File: config.mk
export PLATFORM = sky130hd
export DESIGN_NAME = approx_mult_pipe
export DESIGN_NICKNAME = d
export VERILOG_FILES = /design/src/rtl/approx_mult_pkg.sv /design/src/rtl/approx_pp_compress.sv /design/src/rtl/approx_mult_pipe.sv
export SDC_FILE = /design/constraint.sdc
export NUM_CORES = 1
export LEC_CHECK = 0
export CAP_MARGIN = 20
export CELL_PAD_IN_SITES_DETAIL_PLACEMENT = 0
export CELL_PAD_IN_SITES_GLOBAL_PLACEMENT = 1
export CORE_ASPECT_RATIO = 2
export CORE_UTILIZATION = 44
export CTS_CLUSTER_DIAMETER = 120
export DETAILED_ROUTE_END_ITERATION = 8
export PLACE_DENSITY_LB_ADDON = 0.08
export SLEW_MARGIN = 10
export SYNTH_ARGS = -nofsm -noshare
export SYNTH_HDL_FRONTEND = slang
export SYNTH_HIERARCHICAL = 1
export SYNTH_SLANG_ARGS = --single-unit
File: constraint.sdc
create_clock -name clk -period 4.8 [get_ports clk]
set_input_delay 0.72 -clock clk [delete_from_list [all_inputs] [get_ports clk]]
set_output_delay 0.72 -clock clk [all_outputs]
set_load 0.005 [all_outputs]
File: src/rtl/approx_mult_pkg.sv
// Shared types and constants for the approximate multiplier pipeline.
// Mode encoding, counter width and the truncation bias helper.
package approx_mult_pkg;

    typedef enum logic {
        MODE_EXACT  = 1'b0,
        MODE_APPROX = 1'b1
    } mode_t;

    localparam int CNT_W = 16;

    // Half an LSB of the lowest kept column; zero when nothing is truncated.
    function automatic logic [63:0] bias_const(input int trunc_cols);
        if (trunc_cols <= 0) begin
            return '0;
        end
        return 64'd1 << (trunc_cols - 1);
    endfunction

endpackage

File: src/rtl/approx_pp_compress.sv
// Partial-product generation: exact high-row sum plus either the pair-OR compressed
// low rows (approximate) or the exact low-row sum. Purely combinational, no backpressure.
// Latency: 0 cycles.
module approx_pp_compress
    import approx_mult_pkg::*;
#(
    parameter int WIDTH       = 8,
    parameter int APPROX_ROWS = 6,
    parameter int TRUNC_COLS  = 7
) (
    input  logic [WIDTH-1:0]   x,
    input  logic [WIDTH-1:0]   y,
    input  mode_t              mode,
    output logic [2*WIDTH-1:0] hi_sum,
    output logic [2*WIDTH-1:0] lo_sum
);

    localparam int P       = 2 * WIDTH;
    localparam int ODD_ROW = (APPROX_ROWS > 0) ? APPROX_ROWS - 1 : 0;
    localparam logic [P-1:0] LO_MASK    = (P'(1) << APPROX_ROWS) - P'(1);
    localparam logic [P-1:0] TRUNC_MASK = ~((P'(1) << TRUNC_COLS) - P'(1));

    logic [P-1:0] x_w;
    logic [P-1:0] y_w;
    logic [P-1:0] sel_even;
    logic [P-1:0] sel_odd;
    logic [P-1:0] row_even;
    logic [P-1:0] row_odd;
    logic [P-1:0] approx_sum;
    logic [P-1:0] exact_low;

    always_comb begin
        x_w        = P'(x);
        y_w        = P'(y);
        sel_even   = '0;
        sel_odd    = '0;
        row_even   = '0;
        row_odd    = '0;
        hi_sum     = (y_w * (x_w >> APPROX_ROWS)) << APPROX_ROWS;
        approx_sum = '0;

        // OR of two adjacent rows drops the carry that their sum would produce.
        for (int k = 0; k < APPROX_ROWS / 2; k++) begin
            sel_even   = x_w >> (2 * k);
            sel_odd    = x_w >> (2 * k + 1);
            row_even   = sel_even[0] ? (y_w << (2 * k)) : '0;
            row_odd    = sel_odd[0]  ? (y_w << (2 * k + 1)) : '0;
            approx_sum = approx_sum + ((row_even | row_odd) & TRUNC_MASK);
        end

        if ((APPROX_ROWS % 2) == 1) begin
            sel_even = x_w >> ODD_ROW;
            if (sel_even[0]) begin
                approx_sum = approx_sum + ((y_w << ODD_ROW) & TRUNC_MASK);
            end
        end

        exact_low = y_w * (x_w & LO_MASK);
        lo_sum    = (mode == MODE_APPROX) ? approx_sum : exact_low;
    end

endmodule

File: src/rtl/approx_mult_pipe.sv
// Pipelined approximate/exact unsigned multiplier; optional truncation bias via APPROX_MULT_COMP_EN.
// Latency: 3 cycles accept-to-out_valid, 1 result per cycle.
// Backpressure: global stall when out_valid && !out_ready; in_ready drops in the same cycle.
module approx_mult_pipe
    import approx_mult_pkg::*;
#(
    parameter int WIDTH       = 8,
    parameter int APPROX_ROWS = 6,
    parameter int TRUNC_COLS  = 7,
    parameter int TAG_W       = 4
) (
    input  logic               clk,
    input  logic               rst,
    input  logic               in_valid,
    output logic               in_ready,
    input  logic [WIDTH-1:0]   in_x,
    input  logic [WIDTH-1:0]   in_y,
    input  logic               in_approx,
    input  logic [TAG_W-1:0]   in_tag,
    output logic               out_valid,
    input  logic               out_ready,
    output logic [2*WIDTH-1:0] out_z,
    output logic [TAG_W-1:0]   out_tag,
    output logic [CNT_W-1:0]   approx_cnt
);

    localparam int P = 2 * WIDTH;

    logic             advance;
    logic             s1_vld;
    logic [WIDTH-1:0] s1_x;
    logic [WIDTH-1:0] s1_y;
    mode_t            s1_mode;
    logic [TAG_W-1:0] s1_tag;
    logic [P-1:0]     pp_hi;
    logic [P-1:0]     pp_lo;
    logic             s2_vld;
    logic [P-1:0]     s2_hi;
    logic [P-1:0]     s2_lo;
    logic [TAG_W-1:0] s2_tag;
    logic [P-1:0]     s3_sum;

    assign advance  = !(out_valid && !out_ready);
    assign in_ready = advance;

    approx_pp_compress #(
        .WIDTH       (WIDTH),
        .APPROX_ROWS (APPROX_ROWS),
        .TRUNC_COLS  (TRUNC_COLS)
    ) u_compress (
        .x      (s1_x),
        .y      (s1_y),
        .mode   (s1_mode),
        .hi_sum (pp_hi),
        .lo_sum (pp_lo)
    );

`ifdef APPROX_MULT_COMP_EN
    localparam logic [P-1:0] BIAS = P'(bias_const(TRUNC_COLS));
    mode_t s2_mode;

    assign s3_sum = s2_hi + s2_lo + ((s2_mode == MODE_APPROX) ? BIAS : '0);

    always_ff @(posedge clk) begin
        if (rst) begin
            s2_mode <= MODE_EXACT;
        end else if (advance && s1_vld) begin
            s2_mode <= s1_mode;
        end
    end
`else
    assign s3_sum = s2_hi + s2_lo;
`endif

    // Every stage moves together, so bubbles keep their slot during a stall.
    always_ff @(posedge clk) begin
        if (rst) begin
            s1_vld     <= 1'b0;
            s1_x       <= '0;
            s1_y       <= '0;
            s1_mode    <= MODE_EXACT;
            s1_tag     <= '0;
            s2_vld     <= 1'b0;
            s2_hi      <= '0;
            s2_lo      <= '0;
            s2_tag     <= '0;
            out_valid  <= 1'b0;
            out_z      <= '0;
            out_tag    <= '0;
            approx_cnt <= '0;
        end else begin
            if (advance) begin
                s1_vld <= in_valid;
                if (in_valid) begin
                    s1_x    <= in_x;
                    s1_y    <= in_y;
                    s1_mode <= mode_t'(in_approx);
                    s1_tag  <= in_tag;
                end
                s2_vld <= s1_vld;
                if (s1_vld) begin
                    s2_hi  <= pp_hi;
                    s2_lo  <= pp_lo;
                    s2_tag <= s1_tag;
                end
                out_valid <= s2_vld;
                if (s2_vld) begin
                    out_z   <= s3_sum;
                    out_tag <= s2_tag;
                end
            end
            if (in_valid && advance && in_approx && (approx_cnt != '1)) begin
                approx_cnt <= approx_cnt + CNT_W'(1);
            end
        end
    end

endmodule
Word-level counts from Yosys, hierarchy flattened --
Cells that the tools add are included.
Operators by class: add/sub/neg operators 4, multiply operators 2, equality and inequality tests 1, multiplexer cells 7, bitwise logic cells 4, reduce and logical (&&, ||, !) cells 9
Operator list (number):
- 16-bit adder | 3
- 16-bit by 1-bit adder with 16-bit output, second input constant | 1
- 16-bit two-way mux | 1
- 16-bit != test, second input constant | 1
- 16-bit by 11-bit bitwise OR with 16-bit output | 1
- 16-bit by 13-bit bitwise OR with 16-bit output | 1
- 16-bit bitwise OR | 1
- 8-bit by 6-bit multiplier with 14-bit output | 1
- 13-bit two-way mux | 1
- 12-bit two-way mux | 1
- 11-bit two-way mux | 1
- 8-bit by 2-bit multiplier with 10-bit output | 1
- 10-bit two-way mux | 1
- 9-bit two-way mux | 1
- 8-bit two-way mux | 1
- 2-bit AND reduction | 3
- 1-bit logical AND | 4
- 1-bit zero test | 2
- 1-bit inverter | 1
Word-level totals: register bits after elaboration 90, input bits 25, output and inout bits 38, word-level logic and storage cells 40

Depth between registers and ports, before layout --
word-level depth 6, depth in mapped cells 15, gate-level depth less buffers 15

Hierarchy --
The synthesis kept the hierarchy.
Modules (own cells, without submodules):
- approx_mult_pipe | times used 1, cells an instance 519, area an instance 4146.5 um^2, sequential area each 1921.8 um^2
- approx_pp_compress | times used 1, cells an instance 301, area an instance 2347.3 um^2, sequential area each 0.0 um^2

Least setup slack after synthesis --
Ideal clock, no wire load.
path type reg-to-reg, start register s1_x[5], end register s2_lo[12], setup time 132 ps, data arrival time 3463 ps, required time 4668 ps, slack 1205 ps, cell stages (with the launch flop) 16, buffers on the path 0, period minus slack after synthesis 3595 ps, cell sequence dfxtp_1 -> nand2_1 -> fa_1 -> inv_1 -> fa_1 -> inv_1 -> fa_1 -> inv_1 -> ha_1 -> a21oi_1 -> o21ai_0 -> a31oi_1 -> xnor2_1 -> mux2_2 -> nand2_1 -> a21oi_1
Between the ends: longest elaborated chain between the ends 4, elaborated cells on any way between the ends 5, those cells by class 1 x add/sub; 1 x mul; 2 x mux; 1 x bitwise
RTL lines:
- start: declaration | line approx_mult_pipe.sv:31 | logic [WIDTH-1:0] s1_x;
- start signal: assignment | line approx_mult_pipe.sv:95 | s1_x <= in_x;
- branches (longest 3 deep; another with 8-bit by 6-bit multiplier with 14-bit output)
- 16-bit two-way mux (*) | line approx_pp_compress.sv:59 | lo_sum = (mode == MODE_APPROX) ? approx_sum : exact_low;
- net pp_lo[12] | line approx_mult_pipe.sv:36 | logic [P-1:0] pp_lo;
- end signal: assignment | line approx_mult_pipe.sv:103 | s2_lo <= pp_lo;
- end: declaration | line approx_mult_pipe.sv:39 | logic [P-1:0] s2_lo;
Mark *: on every way through the listed nets, which the timed path passes. A chain may end at the register's enable or synchronous reset.

Worst setup path in the final report --
start register s1_y[4], end register s2_lo[12]
Between the ends: longest elaborated chain between the ends 5, elaborated cells on any way between the ends 9, those cells by class 2 x add/sub; 1 x mul; 4 x mux; 2 x bitwise
RTL lines:
- start: declaration | line approx_mult_pipe.sv:32 | logic [WIDTH-1:0] s1_y;
- start signal: assignment | line approx_mult_pipe.sv:96 | s1_y <= in_y;
- 11-bit two-way mux | line approx_pp_compress.sv:47 | row_odd = sel_odd[0] ? (y_w << (2 * k + 1)) : '0;
- 16-bit by 11-bit bitwise OR with 16-bit output | line approx_pp_compress.sv:48 | approx_sum = approx_sum + ((row_even | row_odd) & TRUNC_MASK);
- 16-bit adder (2 in a row) | line approx_pp_compress.sv:48
- 16-bit two-way mux (*) | line approx_pp_compress.sv:59
- net pp_lo[12] | line approx_mult_pipe.sv:36
Mark *: on every way through the listed nets, which the timed path passes. The rest lies on a longest branch.

==> results.ini <==
[floorplanning]
io_pins = 63
die_w_um = 87.9
dieArea_sq_um = 15300
die_h_um = 174
num_rows = 62
core_area_sq_um = 14400
initial_core_util = 0.452

[grt]
grtUsageTotal = 0.215
antenna_found_initial = 0
gr-total-overflow = 0
grt_max_degree = 74
grt_pass1_wl_um = 25800
grt_pass1_vias = 5503

[sta]
hold_violations = 0
fin_crit_sh = 0.809
fin_setup_tns_ns = 0
finalClockSkew_ns = 0.0118
hold_ws_ns = 0.454
rsz0062_at_grt = no
tightest_slew_ns = 0.905
max-slew-margin-rel = 0.397
setup_violations = 0
period_needed_ns = 3.88
max_freq_mhz = 258
final-max-slew-violation-count = 0

[clock_network]
cts_resized = 0
cts_setup_buffers = 0
cts_made_buffers = 9
clockRootBuffer = clkbuf_16
htree_levels = 3
hold_buffers = 0
cts_sinks = 96
clkTransAtPathRegs_ns = 0.07
clock_latency_ns = 0.35
cts_tree = yes
clockBufferDepth = 2

[layout]
area_growth_pct = 16.1
fin_nets = 978
drive_above_1_share = 0.0378
diodes = 0

[routing]
drtIter0Drc = 241
ant_nets = 0
vias = 5474
drc = 0
post_drt_wl_per_cell_um = 14.5
via_per_inst = 5.14
first_pass_iters = 7
wirelength_um = 15400

[logic_synthesis]
async_flop_share = 0
synth_cells = 820
ys_top_cells_by_count = 186 x nand2_1, 96 x dfxtp_1, 91 x a21oi_1, 66 x inv_1, 56 x ha_1
synth-main-ff-cell = dfxtp_1
ys_types = 59
synth.top_cell.area_share = 0.296
yosysSeqAreaShare = 0.296
synth.most_common_cell = nand2_1
ys_warn_count = 6
avgSynthCellArea_sq_um = 7.92
yosys.area.top_type = dfxtp_1
yosys-top-cells-area = dfxtp_1 30%, ha_1 11%, nand2_1 11%, fa_1 9.2%, a21oi_1 7.0%
synth_seq_cells = 96
synth_edf_count = 0
syn_area_sq_um = 6490

[power_and_ir_drop]
p_total_mw = 1.78
power_switching_share = 0.265
vdd_drop_max_mv = 0.161
combPwrFrac = 0.101
p_sw_uw = 472
seqPwrFrac = 0.475
power_density_nw_per_um2 = 237
p_int_mw = 1.31
p_leak_nw = 3.33
power_frac_clock = 0.425

[critical_path]
reg2reg_from = s1_y[4]
r2r_cells = 15
start_kind = register
cp.arrival_ns = 4.10
end_kind = register
cp_max_fo = 9
startpoint = s1_y[4]
crit_end = s2_lo[12]
critPathRequiredTime_ns = 5.02
reg2reg_to = s2_lo[12]
reg2reg_slack_ns = 0.92
path_class = register to register

[placement]
gp_congestion = 0.892
port_buffers = 62
dp_hpwl_um = 12200

[job]
drv_cap = 0

[outcome]
status = completed

[min_path]
min_path_type = register to register

how the worst min path moves through the flow:
stage	endpoint	depth (start not counted)	from
6_report	out_z[3]	2	out_z[3]
3_5_place_dp	out_tag[3]	2	s2_tag[3]
4_1_cts	out_z[0]	2	out_z[0]
3_3_place_gp	out_tag[3]	2	s2_tag[3]
5_1_grt	out_tag[2]	2	out_tag[2]
2_1_floorplan	s2_tag[0]	2	s1_tag[0]
final cells by class:
cell class / count / area (sq um)
multi-input combinational: 628 / 4170
fill: 1424 / 6820
sequential: 96 / 1920
tap: 192 / 240
inverter: 67 / 251
clock inverter: 7 / 85.1
timing repair buffer: 65 / 638
clock buffer: 9 / 225
metal layers:
layer	wire length (um)	global-route usage	vias up	share of wire
met1	5820	0.222	2572	0.38
li1	-	-	2783	-
met3	341	0.0214	27	0.022
met5	0	0	-	0
met4	612	0.0977	0	0.040
met2	8650	0.414	92	0.56
critical path, stage by stage (launching register included):
cell     delay (ns)
dfxtp_1        0.47
nand2_1        0.16
fa_1           0.55
inv_1          0.05
fa_1           0.53
inv_1          0.05
fa_1           0.52
inv_1          0.04
ha_1           0.35
a21oi_1        0.26
o21ai_0        0.13
a31oi_1        0.18
xnor2_1        0.08
mux2_2         0.26
nand2_1        0.06
a21oi_1        0.05
kinds of logic after synthesis:
family                     Yosys count  synth area share
and+or+nand+nor                    335             0.234
AOI/OAI and AO/OA                  156             0.145
buffers and inverters              103            0.0653
DFF                                 96             0.296
adders and majority gates           86             0.200
xor gates and xnor gates            40            0.0539
muxes                                3           0.00482
other                                1          0.000577
power groups by stage:
stage,Clock [mW],Combinational [mW],Sequential [mW]
6_report,0.757,0.180,0.847
5_1_grt,0.813,0.207,0.851
4_1_cts,0.781,0.183,0.847
3_5_place_dp,0,0.182,0.866
3_3_place_gp,0,0.179,0.865
2_1_floorplan,0,0.130,0.854
sequential cells by signal, indices dropped and copies added, names as in the netlist:
signal      flops
s1_x            8
s2_lo          16
s1_tag          4
out_valid       1
s2_hi          16
approx_cnt     16
s1_vld          1
out_z          16
s2_vld          1
s1_mode         1
s2_tag          4
out_tag         4
s1_y            8
layout by cell type, fill, tap and decap left out, types with 7 or more instances in the layout:
| cell type | count |
|---|---|
| nand3_1 | 18 |
| clkbuf_16 | 9 |
| conb_1 | 8 |
| xor2_1 | 22 |
| a21oi_1 | 91 |
| ha_1 | 56 |
| dfxtp_1 | 96 |
| nor2b_1 | 7 |
| nand2_1 | 186 |
| nor2_1 | 42 |
| fa_1 | 30 |
| xnor2_1 | 18 |
| o21ai_0 | 16 |
| a21o_1 | 9 |
| and2_1 | 48 |
| clkdlybuf4s50_1 | 61 |
| inv_1 | 66 |
through the flow:
stage	cell area, sq um	worst slack (ns)	instances	util
final	7540	0.918	1064	0.525
after global routing	7540	0.674	1064	0.525
after CTS	7540	0.929	1064	0.525
after detailed placement	7230	0.928	1048	0.503
after global placement	7230	1.03	1048	0.503
after floorplan	6520	1.20	827	-
Power figures use the tool's default switching activity.
